`config.mk`:
```
export PLATFORM = sky130hd
export DESIGN_NAME = sr_cell_access_ctrl
export DESIGN_NICKNAME = d
export VERILOG_FILES = /design/src/rtl/sr_cell_access_ctrl.sv
export SDC_FILE = /design/constraint.sdc
export NUM_CORES = 1
export LEC_CHECK = 0
export CAP_MARGIN = 20
export CORE_AREA = 2 2 43 45
export CTS_CLUSTER_SIZE = 40
export DETAILED_ROUTE_END_ITERATION = 8
export DIE_AREA = 0 0 45 47
export PLACE_DENSITY = 0.72
export SYNTH_ARGS = -nofsm -noshare
export SYNTH_HDL_FRONTEND = slang
export SYNTH_SLANG_ARGS = --single-unit
```
`constraint.sdc`:
```
create_clock -name clock -period 1.4 [get_ports clock]
set_clock_uncertainty 0.1 [all_clocks]
set_input_delay 0.28 -clock clock [delete_from_list [all_inputs] [get_ports clock]]
set_output_delay 0.28 -clock clock [all_outputs]
set_load 0.005 [all_outputs]
```
`src/rtl/sr_cell_access_ctrl.sv`:
```
// Word-level request sequencer for a set/reset cell array: strobes one cell's set or
// clear input, samples the cell back and returns data/error over a valid/ready channel.
module sr_cell_access_ctrl #(
  parameter int NBITS         = 2,
  parameter int AW            = 1,
  parameter int PULSE_CYCLES  = 1,
  parameter int SETTLE_CYCLES = 1
) (
  input  logic             clock,
  input  logic             reset,
  input  logic             req_valid,
  output logic             req_ready,
  input  logic             req_write,
  input  logic [AW-1:0]    req_addr,
  input  logic             req_data,
  output logic             rsp_valid,
  input  logic             rsp_ready,
  output logic             rsp_data,
  output logic             rsp_error,
  output logic [NBITS-1:0] cell_set,
  output logic [NBITS-1:0] cell_clr,
  input  logic [NBITS-1:0] cell_q
);

  localparam int CNT_MAX = (PULSE_CYCLES > SETTLE_CYCLES) ? PULSE_CYCLES : SETTLE_CYCLES;
  localparam int CW      = (CNT_MAX > 1) ? $clog2(CNT_MAX) : 1;
  localparam int AWP     = AW + 1;

  localparam logic [CW-1:0]    PULSE_LOAD  = CW'(PULSE_CYCLES - 1);
  localparam logic [CW-1:0]    SETTLE_LOAD = CW'((SETTLE_CYCLES > 0) ? (SETTLE_CYCLES - 1) : 0);
  localparam logic [AW:0]      NBITS_W     = AWP'(NBITS);
  localparam logic [NBITS-1:0] ONE         = NBITS'(1);

  typedef enum logic [2:0] {
    S_IDLE   = 3'd0,
    S_PULSE  = 3'd1,
    S_SETTLE = 3'd2,
    S_SAMPLE = 3'd3,
    S_RESP   = 3'd4
  } state_t;

  state_t           r_state;
  logic             r_write;
  logic             r_data;
  logic [AW-1:0]    r_addr;
  logic [CW-1:0]    r_cnt;
  logic             r_req_ready;
  logic             r_rsp_valid;
  logic             r_rsp_data;
  logic             r_rsp_error;
  logic [NBITS-1:0] r_cell_set;
  logic [NBITS-1:0] r_cell_clr;

  logic             w_in_range;
  logic [NBITS-1:0] w_req_onehot;
  logic [NBITS-1:0] w_addr_onehot;
  logic             w_q_sel;

  // Address decode; an out-of-range latched address selects no cell at all.
  always_comb begin
    w_in_range    = ({1'b0, req_addr} < NBITS_W);
    w_req_onehot  = ONE << req_addr;
    w_addr_onehot = ONE << r_addr;
    w_q_sel       = |(cell_q & w_addr_onehot);
  end

  // Sequencer FSM with all outputs registered.
  always_ff @(posedge clock or posedge reset) begin
    if (reset) begin
      r_state     <= S_IDLE;
      r_write     <= 1'b0;
      r_data      <= 1'b0;
      r_addr      <= {AW{1'b0}};
      r_cnt       <= {CW{1'b0}};
      r_req_ready <= 1'b1;
      r_rsp_valid <= 1'b0;
      r_rsp_data  <= 1'b0;
      r_rsp_error <= 1'b0;
      r_cell_set  <= {NBITS{1'b0}};
      r_cell_clr  <= {NBITS{1'b0}};
    end else begin
      case (r_state)
        S_IDLE: begin
          if (req_valid && r_req_ready) begin
            r_write     <= req_write;
            r_addr      <= req_addr;
            r_data      <= req_data;
            r_req_ready <= 1'b0;
            if (!w_in_range) begin
              r_rsp_valid <= 1'b1;
              r_rsp_data  <= 1'b0;
              r_rsp_error <= 1'b1;
              r_state     <= S_RESP;
            end else if (req_write) begin
              r_cell_set <= req_data ? w_req_onehot : {NBITS{1'b0}};
              r_cell_clr <= req_data ? {NBITS{1'b0}} : w_req_onehot;
              r_cnt      <= PULSE_LOAD;
              r_state    <= S_PULSE;
            end else begin
              r_state <= S_SAMPLE;
            end
          end
        end
        S_PULSE: begin
          if (r_cnt == {CW{1'b0}}) begin
            r_cell_set <= {NBITS{1'b0}};
            r_cell_clr <= {NBITS{1'b0}};
            if (SETTLE_CYCLES > 0) begin
              r_cnt   <= SETTLE_LOAD;
              r_state <= S_SETTLE;
            end else begin
              r_state <= S_SAMPLE;
            end
          end else begin
            r_cnt <= r_cnt - CW'(1);
          end
        end
        S_SETTLE: begin
          if (r_cnt == {CW{1'b0}}) begin
            r_state <= S_SAMPLE;
          end else begin
            r_cnt <= r_cnt - CW'(1);
          end
        end
        S_SAMPLE: begin
          r_rsp_data  <= w_q_sel;
          r_rsp_error <= r_write & (w_q_sel != r_data);
          r_rsp_valid <= 1'b1;
          r_state     <= S_RESP;
        end
        S_RESP: begin
          if (rsp_ready) begin
            r_rsp_valid <= 1'b0;
            r_req_ready <= 1'b1;
            r_state     <= S_IDLE;
          end
        end
        default: begin
          r_state     <= S_IDLE;
          r_req_ready <= 1'b1;
          r_rsp_valid <= 1'b0;
          r_cell_set  <= {NBITS{1'b0}};
          r_cell_clr  <= {NBITS{1'b0}};
        end
      endcase
    end
  end

  // The ready register holds its idle value through reset, so mask it while reset is high.
  assign req_ready = r_req_ready & ~reset;
  assign rsp_valid = r_rsp_valid;
  assign rsp_data  = r_rsp_data;
  assign rsp_error = r_rsp_error;
  assign cell_set  = r_cell_set;
  assign cell_clr  = r_cell_clr;

endmodule
```
==> results of run 1 <==
-- sequential cells by signal (all words and copies together), names as in the netlist --
register / count
r_addr: 1
cell_set: 2
r_data: 1
r_req_ready: 1
cell_clr: 2
rsp_valid: 1
rsp_data: 1
r_write: 1
r_state: 3
rsp_error: 1
-- logic make-up (layout without fill, tap and decap cells) --
logic type | Yosys count | after routing | share of synthesized area [%]
AND/OR/NAND/NOR | 17 | 17 | 15.4
multiplexers | 3 | 3 | 6.30
XOR/XNOR | 1 | 1 | 1.38
flip-flops | 14 | 14 | 55.3
buffers and inverters | 6 | 38 | 4.72
AO/OA/AOI/OAI | 14 | 14 | 16.9
-- area by class of cell --
cell class / count / area, um^2
Clock buffer: 4 / 36.3
Fill cell: 157 / 707
Inverter: 5 / 18.8
Multi-Input combinational cell: 35 / 269
Sequential cell: 14 / 352
Tap cell: 17 / 21.3
Timing Repair Buffer: 29 / 248
-- worst paths after layout --
| kind | startpoint | to | cells after the start | slack (ps) |
|---|---|---|---|---|
| setup reg to reg | r_req_ready | cell_clr[0] | 4 | -120 |
| hold reg to reg | rsp_error | rsp_error | 2 | 380 |
| hold / removal | reset | cell_set[1] | 3 | 230 |
| setup / recovery | r_req_ready | cell_clr[0] | 4 | -120 |
| max in group asynchronous | reset | r_req_ready | 3 | 740 |
| min in group clock | rsp_error | rsp_error | 2 | 380 |
-- where the power goes --
| group | switching (mW) | internal [mW] | leakage (nW) |
|---|---|---|---|
| Combinational | 0.392 | 0.483 | 0.268 |
| Sequential | 0.0919 | 0.565 | 0.176 |
| Clock | 0.135 | 0.158 | 0.0210 |
| Total | 0.618 | 1.21 | 0.466 |
-- placed cells by master (no fill, tap or decap) --
master | synthesis | final
nor2_1 | 2 | 1
nor2_4 | 0 | 1
nand4b_1 | 1 | 1
mux2_4 | 2 | 2
o32a_2 | 1 | 1
buf_4 | 0 | 12
o31ai_1 | 1 | 1
buf_6 | 1 | 1
clkbuf_4 | 0 | 3
dfstp_2 | 1 | 1
nor2b_1 | 1 | 1
nand3b_1 | 1 | 1
nand2_1 | 7 | 6
a32o_1 | 4 | 4
and3_1 | 1 | 1
nor3_4 | 1 | 1
o21ai_0 | 3 | 3
buf_2 | 0 | 1
inv_1 | 5 | 5
clkdlybuf4s50_1 | 0 | 8
nand2_4 | 0 | 1
o22ai_1 | 1 | 1
a21boi_0 | 1 | 1
a22o_2 | 1 | 1
xor2_1 | 1 | 1
mux2i_1 | 1 | 1
clkbuf_8 | 0 | 1
a21oi_1 | 2 | 2
nor3_1 | 2 | 2
dlygate4sd2_1 | 0 | 7
or2_4 | 1 | 1
dfrtp_1 | 13 | 13
-- per-layer routing --
| metal | up-vias | wire, um | track usage, % | part of all wire, % |
|---|---|---|---|---|
| li1 | 263 | - | - | - |
| met1 | 260 | 595 | 16.4 | 41 |
| met2 | 16 | 756 | 28.3 | 52 |
| met3 | 4 | 63 | 3.46 | 4.4 |
| met4 | 0 | 26 | 11.2 | 1.8 |
| met5 | - | 0 | 0 | 0 |
-- repair_timing --
item,4_1_cts,5_1_grt
gates cloned,0,0
endpoints found under the setup margin,14,7
buffers inserted,6,0
resized for setup,15,1
pin swaps,2,0
endpoints found under the hold margin,0,0
-- stage by stage --
step | utilization (%) | setup TNS (ps)
final | 57.2 | -551
after floorplan | - | -47.1
after detailed placement | 52.0 | -2020
after global routing | 57.2 | -961
after global placement | 52.0 | -1850
after CTS | 56.9 | -296
-- critical path: cells and delay by family (launching register included) --
| family | cells | cell delay (ps) |
|---|---|---|
| AOI/OAI and AO/OA | 2 | 490 |
| and+or+nand+nor | 1 | 160 |
| buffers and inverters | 1 | 110 |
| DFF | 1 | 550 |
==> results_dict.tcl, run 1 <==
set metrics [dict create \
    finalHoldViolCount 0 \
    syn-num-nets 64 \
    io_buffers 16 \
    htree_levels 1 \
    holdWs_ps 227 \
    arrival_ps 1580 \
    routabilityCongestion 0.725 \
    grt_pass1_vias 555 \
    yosys.area.top_type "dfrtp_1" \
    num_antenna_cells 0 \
    start_util_pct 38.5 \
    status "finished with violations" \
    drive_gt1_share_pct 31.0 \
    power.total_mw 1.83 \
    worst_pin_slew_ps 249 \
    ys_seq_area_share_pct 55.3 \
    finalCritPeriodShare_pct 108 \
    rsz0062_at_grt "yes" \
    synthTopCellsByCount "13 x dfrtp_1, 7 x nand2_1, 5 x inv_1" \
    yosys_warnings 0 \
    ant_nets 0 \
    cts_buffer_depth 2 \
    dpl-instance-area_um2 858 \
    end_kind "flip-flop" \
    setup_viol 7 \
    ys_ff_latch 14 \
    numCtsBuffers 3 \
    core_area_um2 1650 \
    areaGrowthSynthToFinish_pct 48.6 \
    yosys.cell_types.count 24 \
    yosys.cell_count.top_type "dfrtp_1" \
    period_minus_slack_ps 1520 \
    gr-total-overflow 0 \
    hpwl_um 973 \
    slew_violations 0 \
    grt_max_degree 15 \
    clock_latency_ps 280 \
    violations "setup timing" \
    synth.area.top_cells "dfrtp_1 51%, a32o_1 6.3%, mux2_4 4.7%" \
    max_freq_mhz 659 \
    dr.first_iter.drc_count 21 \
    layout.nets 97 \
    grtUsageTotal_pct 15.8 \
    cp_cell_sequence "buf_6, nand4b_1, a22o_2, a32o_1" \
    die-area_um2 2120 \
    path_clk_slew_ps 90 \
    cts_num_sinks 14 \
    fin_cells 104 \
    path_class "reg -> reg" \
    drv_cap 0 \
    ctsHoldBuffers 0 \
    drc 0 \
    ir_worst_vdd_mv 1.01 \
    mappedNetlistArea_um2 636 \
    io_pins 17 \
    p_leak_nw 0.466 \
    grt_antenna_before_repair 0 \
    grt_pass1_wl_um 2260 \
    worst-path-max-fanout 4 \
    rows 15 \
    worstSetupStartpointType "flip-flop" \
    synth_top_area_share_pct 51.2 \
    worst_ep_required_time_ps 1470 \
    dp_cells 94 \
    crit_slowest_cell "dfstp_2" \
    final.setup.worst_slack_ps -117 \
    die_w_um 45 \
    hp-class "in -> async" \
    cts_tree "yes" \
    pre_cts_ws_ps -320 \
    wl_um 1440 \
    wl_per_cell_um 13.9 \
    relSlewSlack_pct 83.2 \
    p_per_area_nw_per_um2 1930 \
    vias_per_cell 5.22 \
    cpPeakStageDelay_ps 550 \
    die_h_um 47 \
    cts-root-buf "clkbuf_4" \
    yosys_most_used_dff "dfrtp_1" \
    synth_edf_count 0 \
    num_vias 543 \
    synth.avg_cell_area_um2 11.6 \
    synthCells 55 \
    drt-pass1-iter-count 4 \
    finalInstanceArea_um2 945 \
    async_flop_share_pct 100 \
]
Power figures use the tool's default switching activity.
==> inputs of run 2 (changes only) <==
--- a/config.mk
+++ b/config.mk
@@ -7,10 +7,11 @@
 export LEC_CHECK = 0
 export CAP_MARGIN = 20
 export CORE_AREA = 2 2 43 45
-export CTS_CLUSTER_SIZE = 40
+export CTS_CLUSTER_SIZE = 14
 export DETAILED_ROUTE_END_ITERATION = 8
 export DIE_AREA = 0 0 45 47
 export PLACE_DENSITY = 0.72
+export SETUP_SLACK_MARGIN = 0.1
 export SYNTH_ARGS = -nofsm -noshare
 export SYNTH_HDL_FRONTEND = slang
 export SYNTH_SLANG_ARGS = --single-unit
==> run 2 against run 1 <==
  * The run still ends with setup timing left
  * Combinational power is 1% lower
  * Critical path depth stayed put
  * Flip-flop and latch count did not move
  * Setup slack improved by 14 ps
  * Non-clock buffer count is 1 lower
  * Sequential power up 3%
  * Die area stayed put
  * Sequential share of layout area up 0.23 points
  * Worst hold slack worse by 2.3 ps
  * Count of clock-buffer cells in the layout is the same
  * Final area fell by 0.26%
  * Clock power about the same
  * Largest power group unchanged
==> results_dict.tcl, run 2 (synthesis gave the netlist of run 1 again) <==
set metrics [dict create \
    cts_buffer_depth 2 \
    htree_levels 1 \
    dp_cells 91 \
    arrival_ps 1570 \
    rsz0062_at_grt "yes" \
    grt_use_met1_pct 19.8 \
    num_vias 529 \
    grt_pass1_wl_um 2290 \
    vias_per_cell 5.14 \
    grt_antenna_before_repair 0 \
    routabilityCongestion 0.826 \
    drc 0 \
    fin_util_pct 57.0 \
    regMostFlops "r_state" \
    setup_tns_ps -504 \
    dpl-instance-area_um2 836 \
    cts_tree "yes" \
    layout.nets 96 \
    numCtsBuffers 3 \
    ir_worst_vdd_mv 0.888 \
    path_class "reg -> reg" \
    path_clk_slew_ps 90 \
    end_kind "flip-flop" \
    crit_slowest_cell "dfstp_2" \
    worstSetupStartpointType "flip-flop" \
    clock_latency_ps 280 \
    grtUsageTotal_pct 15.2 \
    max_freq_mhz 665 \
    worst-path-max-fanout 4 \
    critPathTopFamily "flip-flops" \
    drv_cap 0 \
    finalInstanceArea_um2 942 \
    final_common_cell "dfrtp_1" \
    grt_pass1_vias 508 \
    cp_cell_sequence "buf_6, nand4b_1, a22o_2, a32o_1" \
    finalCritPeriodShare_pct 107 \
    dr.first_iter.drc_count 7 \
    die_w_um 45 \
    largest_reg_flops 3 \
    p_leak_nw 0.437 \
    io_buffers 16 \
    cts-root-buf "clkbuf_4" \
    setup_viol 7 \
    worst_ep_required_time_ps 1470 \
    pre_cts_ws_ps -340 \
    cpPeakStageDelay_ps 540 \
    slew_violations 0 \
    die-area_um2 2120 \
    drive_gt1_share_pct 33.7 \
    core_area_um2 1650 \
    wl_um 1330 \
    areaGrowthSynthToFinish_pct 48.2 \
    hpwl_um 930 \
    period_minus_slack_ps 1500 \
    grt_max_degree 15 \
    power.total_mw 1.83 \
    holdWs_ps 225 \
    wl_per_cell_um 12.9 \
    hp-class "in -> async" \
    cts_num_sinks 14 \
    final.setup.worst_slack_ps -103 \
    status "finished with violations" \
    worst_pin_slew_ps 312 \
    die_h_um 47 \
    ant_nets 0 \
    layout_common_cells "12 x dfrtp_1, 10 x buf_4, 8 x clkdlybuf4s50_1" \
    grt_busiest_layer "met2" \
    gr-total-overflow 0 \
    fin_cells 103 \
    start_util_pct 38.5 \
    gr-usage-met2_pct 23.7 \
    finalHoldViolCount 0 \
    ctsHoldBuffers 0 \
    p_per_area_nw_per_um2 1940 \
    critPathBufInv 1 \
    num_antenna_cells 0 \
    drt-pass1-iter-count 4 \
    io_pins 17 \
    grtUsageMet3_pct 5.00 \
    violations "setup timing" \
    rows 15 \
    relSlewSlack_pct 79.1 \
]
## run 2: cell count changes in the layout (fill, tap and decap cells not counted)
cell and delta:
clkbuf_2 +1, nor2_4 -1, nand2_2 +1, dlygate4sd2_1 -7
nor2_2 +1, o22ai_2 +1, nand2_4 -1, o22ai_1 -1
dfrtp_1 -1, clkdlybuf4s15_1 +6, buf_4 -2, dfrtp_2 +1
buf_6 +1
## run 2: what timing repair did
| item | 4_1_cts | 5_1_grt |
|---|---|---|
| gates resized for setup | 15 | 10 |
| setup buffers | 7 | 2 |
| pin swaps | 2 | 2 |
| cloned | 0 | 0 |
| endpoints found under the setup margin | 14 | 16 |
## run 2: worst reg2reg max path, cell delays in order (launching register included)
cell and delay (ps):
dfstp_2 540, buf_6 100, nand4b_1 140, a22o_2 300, a32o_1 210
## run 2: layer usage
layer	wire length, um	vias to the layer above	share of wire [%]
met5	0	-	0
met4	10	0	0.75
met3	51	2	3.8
met2	658	11	49
met1	610	254	46
li1	-	262	-
## run 2: area by class of cell
class	count	area, um^2
Clock buffer	4	36.3
Fill cell	147	709
Inverter	5	18.8
Multi-Input combinational cell	35	265
Sequential cell	14	353
Tap cell	17	21.3
Timing Repair Buffer	28	248
## run 2: worst paths after layout
| path | depth (start not counted) | from | slack (ps) | end |
|---|---|---|---|---|
| setup / recovery | 4 | r_req_ready | -100 | cell_set[1] |
| hold / removal | 3 | reset | 220 | cell_clr[1] |
| setup reg to reg | 4 | r_req_ready | -100 | cell_set[1] |
| hold reg to reg | 1 | cell_set[0] | 400 | cell_set[0] |
| max in group asynchronous | 3 | reset | 740 | r_req_ready |
| min in group clock | 1 | cell_set[0] | 400 | cell_set[0] |
## run 2: power breakdown
part,switching [mW],internal (mW),leakage [nW],total [mW]
Clock,0.132,0.158,0.0210,0.290
Sequential,0.107,0.568,0.175,0.676
Combinational,0.364,0.502,0.241,0.865
==> inputs of run 3 (changes only) <==
--- a/config.mk
+++ b/config.mk
@@ -10,6 +10,7 @@
 export CTS_CLUSTER_SIZE = 14
 export DETAILED_ROUTE_END_ITERATION = 8
 export DIE_AREA = 0 0 45 47
+export GPL_ROUTABILITY_DRIVEN = 1
 export PLACE_DENSITY = 0.72
 export SETUP_SLACK_MARGIN = 0.1
 export SYNTH_ARGS = -nofsm -noshare
==> results of run 3 <==
Final layout, timing and power as in run 2 (identical DEF).
